**src/rtl/inert_seq.sv**
```systemverilog
// inert_seq: power-up configuration and yaw-rate readout sequencer for an
// inertial sensor, driving the 16-bit SPI monarch (wrt/cmd/done/rd_data).
module inert_seq #(
    parameter int TMR_W = 16
) (
    input  logic        clk,
    input  logic        rst_n,
    input  logic        INT,
    input  logic        done,
    input  logic [15:0] rd_data,
    output logic        wrt,
    output logic [15:0] cmd,
    output logic [15:0] yaw_rt,
    output logic        vld,
    output logic        init_cmplt
);

    localparam logic [2:0] SETTLE   = 3'd0;
    localparam logic [2:0] CFG1     = 3'd1;
    localparam logic [2:0] CFG2     = 3'd2;
    localparam logic [2:0] CFG3     = 3'd3;
    localparam logic [2:0] WAIT_INT = 3'd4;
    localparam logic [2:0] RD_YL    = 3'd5;
    localparam logic [2:0] RD_YH    = 3'd6;

    localparam logic [15:0] CMD_INT_EN = 16'h0D02;
    localparam logic [15:0] CMD_ACCEL  = 16'h1160;
    localparam logic [15:0] CMD_GYRO   = 16'h1450;
    localparam logic [15:0] CMD_RD_YL  = 16'hA600;
    localparam logic [15:0] CMD_RD_YH  = 16'hA700;

    logic [2:0]       state;
    logic [TMR_W-1:0] timer;
    logic             int_ff1;
    logic             int_ff2;
    logic             done_q;
    logic             cmplt;
    logic             unused_rd_hi;

    // The sensor returns one byte per read; the upper half of rd_data is don't-care.
    assign unused_rd_hi = ^rd_data[15:8];

    always_ff @(posedge clk or negedge rst_n) begin
        if (!rst_n) begin
            int_ff1 <= 1'b0;
            int_ff2 <= 1'b0;
        end else begin
            int_ff1 <= INT;
            int_ff2 <= int_ff1;
        end
    end

    // Only a rising edge of done completes a transaction, so a done left high
    // from the previous transaction cannot satisfy the wait after a new wrt.
    always_ff @(posedge clk or negedge rst_n) begin
        if (!rst_n) begin
            done_q <= 1'b0;
        end else begin
            done_q <= done;
        end
    end

    assign cmplt = done & ~done_q;

    // Settle timer saturates at all ones and freezes once SETTLE is left.
    always_ff @(posedge clk or negedge rst_n) begin
        if (!rst_n) begin
            timer <= '0;
        end else if ((state == SETTLE) && !(&timer)) begin
            timer <= timer + TMR_W'(1);
        end
    end

    always_ff @(posedge clk or negedge rst_n) begin
        if (!rst_n) begin
            state      <= SETTLE;
            wrt        <= 1'b0;
            cmd        <= 16'h0000;
            yaw_rt     <= 16'h0000;
            vld        <= 1'b0;
            init_cmplt <= 1'b0;
        end else begin
            wrt <= 1'b0;
            vld <= 1'b0;
            case (state)
                SETTLE: begin
                    if (&timer) begin
                        wrt   <= 1'b1;
                        cmd   <= CMD_INT_EN;
                        state <= CFG1;
                    end
                end
                CFG1: begin
                    if (cmplt) begin
                        wrt   <= 1'b1;
                        cmd   <= CMD_ACCEL;
                        state <= CFG2;
                    end
                end
                CFG2: begin
                    if (cmplt) begin
                        wrt   <= 1'b1;
                        cmd   <= CMD_GYRO;
                        state <= CFG3;
                    end
                end
                CFG3: begin
                    if (cmplt) begin
                        init_cmplt <= 1'b1;
                        state      <= WAIT_INT;
                    end
                end
                WAIT_INT: begin
                    if (int_ff2) begin
                        wrt   <= 1'b1;
                        cmd   <= CMD_RD_YL;
                        state <= RD_YL;
                    end
                end
                RD_YL: begin
                    if (cmplt) begin
                        yaw_rt[7:0] <= rd_data[7:0];
                        wrt         <= 1'b1;
                        cmd         <= CMD_RD_YH;
                        state       <= RD_YH;
                    end
                end
                RD_YH: begin
                    if (cmplt) begin
                        yaw_rt[15:8] <= rd_data[7:0];
                        vld          <= 1'b1;
                        state        <= WAIT_INT;
                    end
                end
                default: begin
                    state <= SETTLE;
                end
            endcase
        end
    end

endmodule

```
**config.mk**
```make
export PLATFORM = sky130hd
export DESIGN_NAME = inert_seq
export DESIGN_NICKNAME = d
export VERILOG_FILES = /design/src/rtl/inert_seq.sv
export SDC_FILE = /design/constraint.sdc
export NUM_CORES = 1
export LEC_CHECK = 0
export BUFFER_PORTS_ARGS = -buffer_cell sky130_fd_sc_hd__buf_2
export CORE_UTILIZATION = 43
export CTS_CLUSTER_DIAMETER = 80
export DETAILED_ROUTE_END_ITERATION = 12
export PLACE_DENSITY_LB_ADDON = 0.3
export SLEW_MARGIN = 30
export SYNTH_ARGS = -nofsm -noshare
export SYNTH_HDL_FRONTEND = slang
export SYNTH_SLANG_ARGS = --single-unit
```
**constraint.sdc**
```tcl
create_clock -name clk -period 2.4 [get_ports clk]
set_input_delay 0 -clock clk [delete_from_list [all_inputs] [get_ports clk]]
set_output_delay 0 -clock clk [all_outputs]
set_load 0.1 [all_outputs]
```
==> metrics.yaml, run 1 <==
first_pass_grt_wire_length_um: 6490
synth_xor_area_share_pct: 6.13
post_cts.repair.setup_buffers: 0
worst_slew_pin_slew_ns: 0.595
yosys_top_cell_by_area: "sky130_fd_sc_hd__dfrtp_1"
post-route-min-period_ns: 2.01
worstRegToRegCells: 6
die_w_um: 72.6
reg2reg_to: "cmd[12]"
rrSetupSlack_ns: 0.39
timing.final.hold_violations: 0
status: "finished, final reports clean"
grt_max_degree: 49
critical_path.cell_chain: "ha_1, and3_1, and2_1, a211oi_2, inv_2, mux2_2"
final_layout_size_suffix_gt1_share_pct: 35.6
syn_inst: 177
postSynth.asyncResetShare_pct: 100
drt.antenna.violating_nets: 0
portBuffers: 41
gr-usage-all-layers_pct: 16.6
data_required_time_of_the_critical_path_ns: 2.59
cp.arrival_ns: 2.21
syn_avg_cell_area_um2: 12.1
worst_slew_margin_rel_pct: 60.3
post_synthesis_mux_area_share_pct: 10.5
timing.setup.tns_ns: 0
criticalPathCategory: "reg -> reg"
cts.sink_count: 48
path_clk_slew_ns: 0.09
critPathMaxFanout: 7
post_synth_edffs: 0
area_delta_synth_final_pct: 22.2
yosys.cell_count.top_type: "sky130_fd_sc_hd__dfrtp_1"
route.detailed.drc: 0
synthFlopType: "sky130_fd_sc_hd__dfrtp_1"
boundaryPins: 55
hold_buffers: 11
clock_insertion_delay_worst_skew_ns: 0.30
place_congestion: 0.715
synth.top_cells.by_area: "sky130_fd_sc_hd__dfrtp_1, sky130_fd_sc_hd__mux2_2, sky130_fd_sc_hd__xor2_1, sky130_fd_sc_hd__buf_4, sky130_fd_sc_hd__a21oi_1"
fraction_of_the_mapped_netlist_area_in_compound_gates_pct: 7.01
timing.hold.worst.class: "in -> async"
crit_path_top_delay_cell: "sky130_fd_sc_hd__dfrtp_1"
synthDistinctLibCells: 40
yosys.area_share.simple_pct: 14.7
rsz0062_at_grt: "no"
timing.critical_path.buf_inv: 1
worst_clock_skew_ns: 0.00563
critical_path.endpoint_type: "register"
initial_core_util_pct: 45.1
n_fill_cell: 416
detailroute.via_count: 1511
num_rows: 25
main_combinational_cell_family_by_area_after_synthesis: "simple AND/OR/NAND/NOR gates"
synth_fa_ha_area_share_pct: 1.05
worst_path_largest_cell_delay_ns: 0.42
timing_max_transition_violations_final: 0
clock_tree_from_tritoncts: "done"
fp.dieArea_um2: 5270
detailed_place_hpwl_um: 2630
post_drt_via_cell_ratio: 5.04
cts_max_path_bufs: 2
die_h_um: 72.6
wl_per_cell_um: 12.8
gr-total-overflow: 0
timing.final.crit_share_pct: 83.9
ys_top_cells_by_count: "sky130_fd_sc_hd__dfrtp_1, sky130_fd_sc_hd__mux2_2, sky130_fd_sc_hd__xor2_1"
start_kind: "register"
first_pass_iters: 4
reg2reg_from: "timer[0]"
synthesized_flop_and_latch_total: 48
count_of_max_cap_constraint_violations: 0
grt_pass1_vias: 1419
htree_num_levels: 2
core_area_um2: 4750
initialDrtViolationCount: 61
detail_route.wirelength_um: 3830
ys.warnings.count: 0
root_buffer: "sky130_fd_sc_hd__clkbuf_8"
synth.cell_area_um2: 2140
cpLargestDelayFamily: "simple AND/OR/NAND/NOR gates"
fmaxAchievable_mhz: 496
seq_area_frac_synth_pct: 56.1
post-synth-top-area-fraction_pct: 56.1
antenna_found_initial: 0
antennaDiodeCount: 0
design.final.nets: 253
cts_buffers: 5
setup_violations: 0
post_cts_resized: 0
[tightest hold or removal path: stages]
cell and delay [ns]:
sky130_fd_sc_hd__dlygate4sd3_1 0.52, sky130_fd_sc_hd__buf_2 0.09, sky130_fd_sc_hd__buf_4 0.47
[logic make-up after synthesis]
family / count (synthesis)
flip-flops: 48
XOR/XNOR: 15
AO/OA/AOI/OAI: 21
multiplexers: 20
buffers and inverters: 16
AND/OR/NAND/NOR: 54
other: 1
adder cells (fa/ha/maj): 2
[layout make-up]
type,instances,area [µm²],share of cell area (%)
repair buffers,57,353,13.5
flip-flops and latches,48,1200,45.9
inverters,3,11.3,0.430
multi-input cells,117,861,32.9
clock inverters,2,35.0,1.34
well taps,67,83.8,3.20
clock buffers,6,72.6,2.77
[worst max path at each step]
stage,startpoint,to,cells past startpoint
after floorplan,timer[0],cmd[12],7
after global placement,timer[0],cmd[12],6
after detailed placement,timer[0],cmd[12],6
after CTS,timer[0],cmd[12],6
after global routing,timer[0],cmd[12],6
final,timer[0],cmd[12],6
[cells in the final DEF, fill, tap and decap left out, drive strengths merged, types with 2 or more instances in the layout]
cell type     n
nor3          8
and4          3
and3          2
nand3         4
and2          3
mux2         19
conb          5
a21oi         9
nand4         7
nand3b        2
o21ai         2
buf          46
xnor2         4
xor2         11
nand2b        3
nand2         9
nor3b         2
nor2          9
clkbuf        6
a21o          2
dlygate4sd3  11
dfrtp        48
inv           3
[metal layers]
layer	part of all wire, %	global-route usage [%]	wire, µm	vias to the layer above
li1	-	-	-	723
met1	47	22.3	1800	725
met2	44	24.1	1690	57
met3	6.7	6.22	255	6
met4	1.8	7.19	70	0
met5	0	0	0	-
[stage by stage]
stage / instances / utilization (%) / setup WS, ns / cell area [µm²] / hold WS, ns
after floorplan: 181 / - / 0.489 / 2160 / -0.296
after global placement: 281 / 50.5 / 0.433 / 2400 / 0.111
after detailed placement: 281 / 50.5 / 0.417 / 2400 / 0.109
after CTS: 300 / 55.1 / 0.394 / 2620 / 0.320
after global routing: 300 / 55.1 / 0.254 / 2620 / 0.323
final: 300 / 55.1 / 0.385 / 2620 / 0.307
[flip-flops by register name, indices dropped and copies added (netlist names)]
name and flops:
timer 16, yaw_rt 16, cmd 7, state 3, done_q 1, init_cmplt 1
int_ff1 1, int_ff2 1, vld 1, wrt 1
Power of run 1 is not shown: default switching activity piles up to over one toggle a cycle in this logic, so the estimate is an artifact.
==> run 2: changes to the inputs <==
ABC_AREA = 1   (was default)
clock period = 2.05 ns   (was 2.4 ns; I/O delays follow)
==> run 2 against run 1 <==
  * Register-to-register slack better by 0.08 ns
  * Clock skew down 0.0028 ns
  * Flip-flop and latch count unchanged
  * Core utilization down 3.1 points
  * Wire length up 21%
  * Area after synthesis up 14%
  * Sequential share of layout area down 3.9 points
  * Non-clock buffer count unchanged
  * Via count up 28%
  * Synthesized cell count up 66%
  * Cell count up 39%
  * Critical endpoint is now yaw_rt[0]
  * Maximum frequency up 27%
==> metrics.yaml, run 2 <==
status: "finished, final reports clean"
postSynth.asyncResetShare_pct: 100  # unchanged
synth.cell_area_um2: 2440  # +14%
cts_buffers: 5  # unchanged
fp.dieArea_um2: 5990  # +14%
portBuffers: 41  # unchanged
timing.setup.tns_ns: 0  # unchanged
layout.cells.most_common: "sky130_fd_sc_hd__nand2_1"
post-synth-top-area-fraction_pct: 49.2  # -6.9 points
first_pass_grt_wire_length_um: 8110  # +25%
leakagePower_nw: 1.47
clock_tree_from_tritoncts: "done"
gr-usage-all-layers_pct: 17.2  # +0.65 points
num_rows: 27  # +8.0%
detailroute.via_count: 1940  # +28%
first_pass_iters: 4  # unchanged
largest_registers_in_the_final_layout: "timer: 16 flops, yaw_rt: 16 flops, cmd: 7 flops"
antennaDiodeCount: 0  # unchanged
die_h_um: 77.4  # +6.6%
boundaryPins: 55  # unchanged
setup_violations: 0  # unchanged
vdd.ir_drop.worst_mv: 0.432
yosys_top_cell_by_area: "sky130_fd_sc_hd__dfrtp_1"
fmaxAchievable_mhz: 632  # +27%
cellPowerDensity_nw_per_um2: 568
grt_use_met1_pct: 21.9  # -0.38 points
worst_slew_pin_slew_ns: 0.551  # -0.0445 ns
critPathMaxFanout: 16  # +9
detailed_place_hpwl_um: 3340  # +27%
route.detailed.drc: 0  # unchanged
yosys.cell_count.top_type: "sky130_fd_sc_hd__nand2_1"
path_clk_slew_ns: 0.08  # about the same
htree_num_levels: 2  # unchanged
final_layout_size_suffix_gt1_share_pct: 21.7  # -14 points
clock_insertion_delay_worst_skew_ns: 0.30  # about the same
criticalPathCategory: "reg -> reg"
place_congestion: 0.775  # +8.4%
critical_path.endpoint_type: "register"
synth.top_cells.by_area: "sky130_fd_sc_hd__dfrtp_1, sky130_fd_sc_hd__nand2_1, sky130_fd_sc_hd__o21ai_1, sky130_fd_sc_hd__nand3_1, sky130_fd_sc_hd__buf_4"
crit_path_top_delay_cell: "sky130_fd_sc_hd__dfrtp_1"
grt_pass1_vias: 1845  # +30%
root_buffer: "sky130_fd_sc_hd__clkbuf_8"
cts_max_path_bufs: 2  # unchanged
worst_slew_margin_rel_pct: 63.0  # +2.7 points
ys_top_cells_by_count: "sky130_fd_sc_hd__nand2_1, sky130_fd_sc_hd__dfrtp_1, sky130_fd_sc_hd__o21ai_1"
antenna_found_initial: 0  # unchanged
rsz0062_at_grt: "no"
grt_max_degree: 25  # -49%
timing.final.crit_share_pct: 77.2  # -6.7 points
post_cts_resized: 0  # unchanged
global_route.peak_usage_layer: "met2"
drt.antenna.violating_nets: 0  # unchanged
design.final.nets: 365  # +44%
ys.warnings.count: 0  # unchanged
grt_use_met2_pct: 27.8  # +3.7 points
wl_per_cell_um: 11.1  # -13%
globalRouteMet3Util_pct: 4.47  # -1.7 points
synthFlopType: "sky130_fd_sc_hd__dfrtp_1"
timing.final.hold_violations: 0  # unchanged
post_drt_via_cell_ratio: 4.65  # -7.6%
fin_hold_ws_ns: 0.220  # -0.0869 ns
post-route-min-period_ns: 1.58  # -0.432 ns
worst_path_largest_cell_delay_ns: 0.59  # +0.17 ns
cp.arrival_ns: 1.75  # -0.46 ns
synthesized_flop_and_latch_total: 48  # unchanged
worst_clock_skew_ns: 0.00282  # -0.00281 ns
synthDistinctLibCells: 30  # -25%
detailedPlace.worstSlack_ns: 0.460  # +0.0436 ns
die_w_um: 77.4  # +6.6%
final_critical_path_setup_slack_ns: 0.467  # +0.0816 ns
cpLargestDelayFamily: "simple AND/OR/NAND/NOR gates"
core_area_um2: 5510  # +16%
timing_max_transition_violations_final: 0  # unchanged
gr-total-overflow: 0  # unchanged
start_kind: "register"
detail_route.wirelength_um: 4620  # +21%
n_fill_cell: 509  # +22%
post_synth_edffs: 0  # unchanged
area_delta_synth_final_pct: 17.1
initial_core_util_pct: 44.4  # -0.70 points
seq_area_frac_synth_pct: 49.2  # -6.9 points
syn_inst: 293  # +66%
count_of_max_cap_constraint_violations: 0  # unchanged
cp_common_cell: "sky130_fd_sc_hd__nand2_1"
timing.hold.worst.class: "in -> async"
timing.critical_path.buf_inv: 0  # -1
cts.sink_count: 48  # unchanged
syn_avg_cell_area_um2: 8.34  # -31%
data_required_time_of_the_critical_path_ns: 2.22  # -0.37 ns
initialDrtViolationCount: 105  # +72%
mostFrequentLayoutCells: "sky130_fd_sc_hd__nand2_1, sky130_fd_sc_hd__dfrtp_1, sky130_fd_sc_hd__buf_2"
critical_path.cell_chain: "nand2_1, nor2_2, nand2_1, nand2_1, o21ai_1"
-- run 2: cell count changes after synthesis, moves of 8 or more --
cell	delta
sky130_fd_sc_hd__nand2_1	+90
sky130_fd_sc_hd__o21ai_1	+22
sky130_fd_sc_hd__inv_1	+19
sky130_fd_sc_hd__mux2_2	-19
sky130_fd_sc_hd__nand3_1	+14
sky130_fd_sc_hd__nor2_1	+11
sky130_fd_sc_hd__a21oi_1	-8
sky130_fd_sc_hd__xor2_1	-8
-- run 2: path summary, 6_finish.rpt --
path / from / end / slack (ns) / cells after the start
worst max-delay path: state[0] / yaw_rt[0] / 0.47 / 5
worst min-delay path: rst_n / timer[15] / 0.22 / 2
worst max register to register: state[0] / yaw_rt[0] / 0.47 / 5
worst min register to register: int_ff1 / int_ff2 / 0.37 / 0
max in group asynchronous: rst_n / yaw_rt[1] / 1.23 / 3
min in group clk: INT / int_ff1 / 0.35 / 2
-- run 2: per-layer routing --
metal	part of all wire, %	vias to the layer above	wire length (µm)
li1	-	1019	-
met1	48	875	2220
met2	46	41	2110
met3	4.8	5	220
met4	1.6	0	75
met5	0	-	0
-- run 2: timing repair --
item | in CTS | in global routing
setup buffers | 0 | 0
hold buffers | 11 | 0
endpoints found under the hold margin | 40 | 0
-- run 2: cells by family after synthesis --
| kind of cell | Yosys count | synth area share (%) |
|---|---|---|
| compound gates | 31 | 7.33 |
| xor+xnor | 5 | 2.10 |
| fa+ha+maj | 1 | 0.512 |
| buf+inv | 42 | 9.32 |
| flops | 48 | 49.2 |
| other cells | 1 | 0.154 |
| simple gates | 165 | 31.4 |
-- run 2: report_power, final --
part | total [mW] | switching, mW | internal (mW)
sequential | 0.950 | 0.000877 | 0.949
clock | 0.579 | 0.305 | 0.274
combinational | 0.0952 | 0.0700 | 0.0252
total | 1.62 | 0.376 | 1.25
-- run 2: area by class of cell --
cell class | count | area [µm²] | area share (%)
clock buffers | 7 | 86.3 | 3.02
clock inverters | 1 | 7.51 | 0.262
inverters | 25 | 93.8 | 3.28
multi-input cells | 207 | 1030 | 36.0
flip-flops and latches | 48 | 1200 | 42.0
well taps | 72 | 90.1 | 3.15
repair buffers | 57 | 353 | 12.3
-- run 2: per-stage QoR --
stage	utilization (%)	cells	power (mW)	instance area, µm²
6_report	51.9	417	1.62	2860
5_1_grt	51.9	417	1.69	2860
4_1_cts	51.9	417	1.65	2860
3_5_place_dp	48.2	398	1.05	2660
3_3_place_gp	48.2	398	1.05	2660
2_1_floorplan	-	297	1.02	2460
Note: power is estimated with default switching activity, not from simulation.
